===== src/rtl/calc_pkg.sv =====
// Shared calculator datapath definitions: opcodes, FSM encoding, sizing helper.
package calc_pkg;

    localparam logic OP_ADD = 1'b0;
    localparam logic OP_SUB = 1'b1;

    typedef enum logic [1:0] {
        ST_IDLE = 2'd0,
        ST_RUN  = 2'd1,
        ST_DONE = 2'd2
    } state_t;

    // Bits needed to hold values 0..v-1, never less than one.
    function automatic int clog2(input int v);
        int r;
        r = 1;
        while ((1 << r) < v) begin
            r = r + 1;
        end
        return r;
    endfunction

endpackage


===== src/rtl/serial_addsub_if.sv =====
// Operand request / result bundle between operand capture and the result register.
interface serial_addsub_if #(parameter int WIDTH = 8);

    logic             start;
    logic             sub_mode;
    logic [WIDTH-1:0] x;
    logic [WIDTH-1:0] y;
    logic             busy;
    logic             done;
    logic [WIDTH-1:0] result;
    logic             carry;
    logic             overflow;
    logic             negative;
    logic             zero;

    modport master (
        output start, sub_mode, x, y,
        input  busy, done, result, carry, overflow, negative, zero
    );

    modport slave (
        input  start, sub_mode, x, y,
        output busy, done, result, carry, overflow, negative, zero
    );

endinterface


===== src/rtl/addsub_slice.sv =====
// DIGIT-bit adder slice with carry-in; reports carry-out and carry into its MSB.
// Latency: combinational.
// Backpressure: none.
module addsub_slice #(
    parameter int DIGIT = 1
) (
    input  logic [DIGIT-1:0] a,
    input  logic [DIGIT-1:0] b,
    input  logic             cin,
    output logic [DIGIT-1:0] sum,
    output logic             cout,
    output logic             cmsb
);

    logic [DIGIT:0] full;

    assign full = {1'b0, a} + {1'b0, b} + {{DIGIT{1'b0}}, cin};
    assign sum  = full[DIGIT-1:0];
    assign cout = full[DIGIT];
    // The carry entering the top bit is recovered from that bit's sum.
    assign cmsb = a[DIGIT-1] ^ b[DIGIT-1] ^ sum[DIGIT-1];

endmodule


===== src/rtl/serial_addsub.sv =====
// Digit-serial add/subtract, LSB first, DIGIT bits per clock through a shared slice.
// Latency: done pulses N+1 cycles after the start edge (N = WIDTH/DIGIT).
// Backpressure: none; start is ignored while busy, accepted in IDLE or DONE.
module serial_addsub
    import calc_pkg::*;
#(
    parameter int WIDTH = 8,
    parameter int DIGIT = 1
) (
    input  logic           clk,
    input  logic           rst,
    serial_addsub_if.slave bus
);

    localparam int N  = WIDTH / DIGIT;
    localparam int CW = clog2(N + 1);
    localparam logic [CW-1:0] LAST = CW'(N);

    if (WIDTH < 2 || DIGIT < 1 || (WIDTH % DIGIT) != 0) begin : g_bad_param
        $error("serial_addsub: WIDTH must be >= 2 and a multiple of DIGIT");
    end

    state_t           state;
    logic [WIDTH-1:0] a_sh;
    logic [WIDTH-1:0] b_sh;
    logic [WIDTH-1:0] r_sh;
    logic             c;
    logic             c_msb;
    logic             sub_q;
    logic [CW-1:0]    cnt;

    logic             busy_q;
    logic             done_q;
    logic [WIDTH-1:0] result_q;
    logic             carry_q;
    logic             ovf_q;
    logic             neg_q;
    logic             zero_q;

    logic [DIGIT-1:0]       dsum;
    logic                   dcout;
    logic                   dcmsb;
    logic [WIDTH+DIGIT-1:0] r_cat;

    addsub_slice #(.DIGIT(DIGIT)) u_slice (
        .a    (a_sh[DIGIT-1:0]),
        .b    (b_sh[DIGIT-1:0]),
        .cin  (c),
        .sum  (dsum),
        .cout (dcout),
        .cmsb (dcmsb)
    );

    // New digit enters at the top, so after N digits r_sh holds the full result.
    assign r_cat = {dsum, r_sh};

    always_ff @(posedge clk) begin
        if (rst) begin
            state    <= ST_IDLE;
            a_sh     <= '0;
            b_sh     <= '0;
            r_sh     <= '0;
            c        <= 1'b0;
            c_msb    <= 1'b0;
            sub_q    <= 1'b0;
            cnt      <= '0;
            busy_q   <= 1'b0;
            done_q   <= 1'b0;
            result_q <= '0;
            carry_q  <= 1'b0;
            ovf_q    <= 1'b0;
            neg_q    <= 1'b0;
            zero_q   <= 1'b1;
        end else begin
            done_q <= 1'b0;
            case (state)
                ST_IDLE, ST_DONE: begin
                    busy_q <= 1'b0;
                    if (bus.start) begin
                        a_sh   <= bus.x;
                        b_sh   <= (bus.sub_mode == OP_SUB) ? ~bus.y : bus.y;
                        c      <= bus.sub_mode;
                        sub_q  <= bus.sub_mode;
                        cnt    <= '0;
                        busy_q <= 1'b1;
                        state  <= ST_RUN;
                    end else begin
                        state  <= ST_IDLE;
                    end
                end
                ST_RUN: begin
                    if (cnt == LAST) begin
                        result_q <= r_sh;
                        carry_q  <= c ^ sub_q;
                        ovf_q    <= c_msb ^ c;
                        neg_q    <= r_sh[WIDTH-1];
                        zero_q   <= (r_sh == '0);
                        busy_q   <= 1'b0;
                        done_q   <= 1'b1;
                        state    <= ST_DONE;
                    end else begin
                        r_sh  <= r_cat[WIDTH+DIGIT-1:DIGIT];
                        a_sh  <= a_sh >> DIGIT;
                        b_sh  <= b_sh >> DIGIT;
                        c     <= dcout;
                        c_msb <= dcmsb;
                        cnt   <= cnt + CW'(1);
                    end
                end
                default: begin
                    busy_q <= 1'b0;
                    state  <= ST_IDLE;
                end
            endcase
        end
    end

    assign bus.busy     = busy_q;
    assign bus.done     = done_q;
    assign bus.result   = result_q;
    assign bus.carry    = carry_q;
    assign bus.overflow = ovf_q;
    assign bus.negative = neg_q;
    assign bus.zero     = zero_q;

endmodule


===== src/flat_wrapper.sv =====
// flat-port wrapper written by rule: the top's interface ports become plain ports
module serial_addsub_flat import calc_pkg::*;
#(
    parameter int WIDTH = 8,
    parameter int DIGIT = 1
)
  (clk, rst, bus_start, bus_sub_mode, bus_x, bus_y, bus_busy, bus_done, bus_result, bus_carry, bus_overflow, bus_negative, bus_zero);
  serial_addsub_if #(.WIDTH(WIDTH)) bus_i ();
  input  logic clk;
  input  logic rst;
  input wire logic [$bits(bus_i.start)-1:0] bus_start;
  input wire logic [$bits(bus_i.sub_mode)-1:0] bus_sub_mode;
  input wire logic [$bits(bus_i.x)-1:0] bus_x;
  input wire logic [$bits(bus_i.y)-1:0] bus_y;
  output wire logic [$bits(bus_i.busy)-1:0] bus_busy;
  output wire logic [$bits(bus_i.done)-1:0] bus_done;
  output wire logic [$bits(bus_i.result)-1:0] bus_result;
  output wire logic [$bits(bus_i.carry)-1:0] bus_carry;
  output wire logic [$bits(bus_i.overflow)-1:0] bus_overflow;
  output wire logic [$bits(bus_i.negative)-1:0] bus_negative;
  output wire logic [$bits(bus_i.zero)-1:0] bus_zero;
  assign bus_i.start = bus_start;
  assign bus_i.sub_mode = bus_sub_mode;
  assign bus_i.x = bus_x;
  assign bus_i.y = bus_y;
  assign bus_busy = bus_i.busy;
  assign bus_done = bus_i.done;
  assign bus_result = bus_i.result;
  assign bus_carry = bus_i.carry;
  assign bus_overflow = bus_i.overflow;
  assign bus_negative = bus_i.negative;
  assign bus_zero = bus_i.zero;
  serial_addsub #(.WIDTH(WIDTH), .DIGIT(DIGIT)) u_core (.clk(clk), .rst(rst), .bus(bus_i));
endmodule

===== config.mk =====
export PLATFORM = sky130hd
export DESIGN_NAME = serial_addsub_flat
export DESIGN_NICKNAME = d
export VERILOG_FILES = /design/src/rtl/calc_pkg.sv /design/src/rtl/serial_addsub_if.sv /design/src/rtl/addsub_slice.sv /design/src/rtl/serial_addsub.sv /design/src/flat_wrapper.sv
export SDC_FILE = /design/constraint.sdc
export NUM_CORES = 1
export LEC_CHECK = 0
export BUFFER_PORTS_ARGS = -buffer_cell sky130_fd_sc_hd__buf_4
export CORE_UTILIZATION = 30
export DETAILED_ROUTE_END_ITERATION = 8
export GPL_ROUTABILITY_DRIVEN = 0
export PLACE_DENSITY = 0.45
export SYNTH_ARGS = -nofsm -noshare
export SYNTH_HDL_FRONTEND = slang
export SYNTH_HIERARCHICAL = 1
export SYNTH_SLANG_ARGS = --single-unit

===== constraint.sdc =====
create_clock -name clk -period 2.1 [get_ports clk]
set_input_delay 0.105 -clock clk [delete_from_list [all_inputs] [get_ports clk]]
set_output_delay 0.105 -clock clk [all_outputs]
set_load 0.02 [all_outputs]

* After elaboration in Yosys (flattened, before gate mapping)
Cells that the tools add are included.
W data, S select, Z words.
** Storage, ports and cells
- Bits in registers :: 47
- Input port bits :: 20
- Logic and storage cells :: 60
** Operators by class
- $add $sub $neg :: 3
- Eq/ne operators :: 6
- Muxes and demuxes :: 20
- Bitwise gates (word level) :: 7
- Reduce and logical (&&, ||, !) cells :: 9
** Operators with widths (number)
- $mux W8 :: 5
- $pmux W8 S2 :: 2
- $logic_not A8 Y1 :: 1
- $mux W4 :: 2
- $not A8 Y8 :: 1
- $pmux W4 S2 :: 1
- $mux W1 :: 6
- $reduce_and A2 Y1 :: 3
- $add A4 B1 Y4 const B :: 1
- $eq A4 B4 Y1 const B :: 1
- $ne A2 B2 Y1 const B :: 2
- $pmux W1 S2 :: 2
- $pmux W2 S2 :: 1
- $reduce_or A2 Y1 :: 2
- $xor A1 B1 Y1 :: 4
- $reduce_and A3 Y1 :: 1
- $add A1 B1 Y2 :: 1
- $add A2 B1 Y2 :: 1
- $eq A2 B1 Y1 const B :: 1
- $eq A2 B2 Y1 const B :: 1
- $logic_not A2 Y1 :: 1
- $mux W2 :: 1
- $ne A2 B1 Y1 const B :: 1
- $not A1 Y1 :: 2
- $reduce_bool A2 Y1 :: 1

* Longest topological paths before layout
- Depth after elaboration :: 4
- Gate-level depth with buffers :: 7
- Mapped depth without buffers :: 5

* Cells and area by module
The synthesis kept the hierarchy.
** By module, submodules not included
- serial_addsub :: times used 1, cells each 239, area an instance 2083.2 sq um, seq. area each 900.9 sq um
- addsub_slice :: times used 1, cells each 2, area an instance 43.8 sq um, seq. area each 0.0 sq um

* Worst setup path before layout
OpenSTA, ideal clock, no wires.
- Path kind :: reg-to-reg
- Start point :: register u_core.cnt[0]
- End point :: register u_core.a_sh[5]
- Setup time :: 0.133 ns
- Arrival time :: 1.385 ns
- Required time :: 1.967 ns
- Slack :: 0.581 ns
- Stages on the path, launching flop included :: 8
- Clock period less this slack :: 1.519 ns
- Path through :: dfxtp_1 > inv_1 > ha_1 > and3b_1 > buf_4 > o21ai_4 > buf_6 > a311oi_1
** On the way
- Longest elaborated chain between the ends :: 3
** Ends and longest elaborated chain
- start: declaration :: line serial_addsub.sv:30 : logic [CW-1:0] cnt;
- start signal: assignment :: line serial_addsub.sv:107 : cnt <= cnt + CW'(1);
- $eq A4 B4 Y1 :: line serial_addsub.sv:92 : if (cnt == LAST) begin
- $ne A2 B2 Y1 (no source line)
- $reduce_and A3 Y1 (no source line)
- end signal: assignment :: line serial_addsub.sv:80 : a_sh <= bus.x;
- end signal: assignment :: line serial_addsub.sv:103 : a_sh <= a_sh >> DIGIT;
- end: declaration :: line serial_addsub.sv:24 : logic [WIDTH-1:0] a_sh;
Every way passes these cells.
A chain may end at the register's enable or synchronous reset.

* Final worst setup path
- Start point :: register u_core.cnt[0]
- End point :: register u_core.a_sh[2]
The elaborated chain is that of the path after synthesis.

==> impl_metrics.csv <==
group,metric,value,unit
critical_path,critical_path.endpoint_type,"flip-flop",
critical_path,crit_path_max_delay_cell_type,"o21ai_4",
sta,max_freq,0.582,GHz
die,die_area,7430,µm²
global_route,globalRouteOverflowTotal,0,
sta,timing.final.crit_share,81.8,%
critical_path,r2r-start,"u_core/cnt[0]$_SDFFE_PP0P_",
synthesis,syn_area,2130,µm²
flow_run,cap_viol_max_count,0,
global_route,grt_pass1_wl,8700,µm
routing,wl,5170,µm
final_layout,fin_nets,288,
routing,drc,0,
final_layout,antenna-diode-count,0,
cts,clock_tree.buffer_depth,2,
critical_path,crit_path_max_fanout,15,
synthesis,postSynthNetCount,264,
placed_design,placed_cell_area,2450,µm²
cts,tritoncts_clock_tree,"done",
placed_design,dpl_worst_slack,0.408,ns
min_path,min-delay-path-class,"input port to flip-flop",
cts,htreeDepth,2,
routing,postRouteAntennaNets,0,
cts,cts_buffers,5,
pwr,vdd.ir_drop.worst,265,µV
die,boundaryPins,34,
synthesis,synth.yosys.warnings,6,
critical_path,critical_path.startpoint,"u_core/cnt[0]$_SDFFE_PP0P_",
final_layout,postLayoutCoreUtil,37.5,%
placed_design,hpwlAfterDp,3230,µm
cts,number_of_buffers_added_to_fix_hold_violations_after_cts,0,
final_layout,layout_cells_sized_above_1,22.2,%
synthesis,synthCells,241,
die,die_h,86.2,µm
synthesis,synth_sequential_area_ratio,42.4,%
routing,firstDrtPassIters,4,
run_status,status,"complete, no violations",
pwr,totalPowerFinal,1.88,mW
global_route,grt_start_max_net_pins,37,
die,fp-row-count,30,
sta,setup_ws,0.383,ns
synthesis,synthesis.area_per_instance,8.83,µm²
sta,maxSlewViolCount,0,
critical_path,critPathKind,"flip-flop to flip-flop",
die,floorplan.core_area,6830,µm²
synthesis,synth_area_leaders,"dfxtp_1 42%, a21oi_1 6.1%, o32ai_2 5.4%, nand2_1 4.9%, nand3_1 4.9%",
min_path,min_from,"bus_x[3]",
synthesis,postSynthRegisterBits,45,
routing,via_count,1815,
routing,route.detailed.vias_per_inst,5.01,
routing,first_iter_violations,50,
critical_path,cp_cell_sequence,"inv_1 -> ha_1 -> and3b_1 -> o21ai_4 -> a311oi_1",
sta,rsz0062_at_grt,"no",
final_layout,finish.instance_area,2560,µm²
synthesis,ys_types,37,
sta,worst_slew_pin_slew,0.553,ns
synthesis,synth_top_area_share,42.4,%
global_route,first_global_vias,1787,
cts,postCtsSetupBuffers,0,
critical_path,cpPeakStageDelay,0.48,ns
global_route,groute.usage.overall,14.8,%
final_layout,area_growth,20.5,%
global_route,number_of_antenna_violations_at_the_first_check_in_global_routing,0,
sta,finalSetupViolCount,0,
sta,fin_worst_skew,0.00701,ns
sta,finalHoldViolations,0,
cts,worst_setup_hold_path_clk_slew,0.09,ns
sta,maxSlewHeadroom,63.0,%
synthesis,yosys.area.top_type,"dfxtp_1",
placed_design,port_buffers,33,
critical_path,cp_data_arrival_time,1.86,ns
cts,cts_root_buf,"clkbuf_8",
pwr,power-per-cell-area,734,nW/µm²
critical_path,cp_required,2.24,ns
pwr,total_leakage_power,0.937,nW
die,die-width,86.2,µm
cts,cts_num_sinks,45,
critical_path,timing.critical_path.from_type,"flip-flop",
sta,fin_tns_setup,0,ns
die,initial_utilization,31.1,%
cts,post_cts.resized_instances,0,
sta,min_period,1.72,ns
routing,wire_length_per_cell,14.3,µm
cts,worstSkewPairLatency,0.29,ns
-- worst max-delay path: cells and delay by family, from the launching register on --
kind	cells	cell delay, ns
compound gates	2	0.66
flops	1	0.38
fa+ha+maj	1	0.23
simple gates	1	0.23
buf+inv	1	0.07
-- power breakdown --
part / switching (mW) / internal [mW]
clock: 0.297 / 0.388
combinational: 0.144 / 0.122
sequential: 0.0318 / 0.896
-- through the flow --
stage	hold slack, ns	instances
2_1_floorplan	0.241	241
3_3_place_gp	0.403	354
3_5_place_dp	0.395	354
4_1_cts	0.0834	362
5_1_grt	0.0938	362
6_report	0.0907	362
-- cells in the final DEF, fill, tap and decap left out, types with 8 or more instances in the layout --
cell type / synthesis / final
dfxtp_1: 45 / 45
buf_4: 4 / 37
nand2_1: 28 / 28
a21oi_1: 26 / 26
nand3_1: 21 / 21
o21ai_0: 18 / 18
nor2_1: 14 / 14
a311oi_1: 10 / 10
a31oi_1: 8 / 8
xor2_1: 8 / 8
-- cell families (layout without fill, tap and decap cells) --
logic type	Yosys count	in the layout	share of synthesized area [%]
AO/OA/AOI/OAI	77	77	25.5
XOR/XNOR	11	11	5.24
adder cells (fa/ha/maj)	3	3	2.12
buffers and inverters	27	52	6.59
flip-flops	45	45	42.4
AND/OR/NAND/NOR	78	78	18.2
-- routing by layer --
layer | wire length [µm] | global-route usage (%) | up-vias
met5 | 0 | 0 | -
met4 | 51 | 4.55 | 0
met3 | 188 | 2.57 | 5
met2 | 2450 | 25.3 | 31
met1 | 2480 | 19.2 | 865
li1 | - | - | 914
-- synthesized netlist by cell type --
library cell  number
o32ai_2            7
inv_1              4
nor2b_1            2
nor2_1            14
nand2_1           28
buf_4              4
or3_1              1
nand2b_2           1
buf_6              2
and3b_1            1
o2111ai_1          1
nand4_4            1
nand3_1           21
nand3b_1           1
ha_1               2
a311oi_1          10
a31oi_1            8
xor3_1             1
clkbuf_1           6
or2b_2             1
xor2_1             8
nand4_1            1
nor4_1             2
a21oi_1           26
xnor2_1            2
o21ai_4            1
nor3_1             2
buf_1              3
dfxtp_1           45
o211ai_1           5
buf_2              7
a211o_1            1
fa_1               1
o21ai_0           18
or2_1              1
nand4b_2           1
clkinv_1           1
-- area by class of cell --
cell class,count,area [µm²]
fillers,732,4270
well taps,96,120
repair buffers,39,318
flip-flops and latches,45,901
clock inverters,1,30.0
inverters,5,18.8
multi-input cells,169,1090
clock buffers,7,86.3
-- worst paths after layout --
check                                                    endpoint  slack, ns  depth (start not counted)
worst min-delay path                  u_core/a_sh[3]$_SDFFE_PP0P_       0.09                          3
worst max register to register        u_core/a_sh[2]$_SDFFE_PP0P_       0.38                          5
worst max-delay path                  u_core/a_sh[2]$_SDFFE_PP0P_       0.38                          5
worst min register to register  u_core/bus.result[6]$_SDFFE_PP0P_       0.48                          2
-- state kept, by name (all words and copies together) (netlist names) --
name	flops
u_core/bus.done	1
u_core/bus.carry	1
u_core/r_sh	8
u_core/bus.zero	1
u_core/c_msb	1
u_core/a_sh	8
u_core/b_sh	8
u_core/cnt	4
u_core/bus.result	8
u_core/bus.overflow	1
u_core/sub_q	1
u_core/state	2
u_core/c	1
Power figures use the tool's default switching activity.
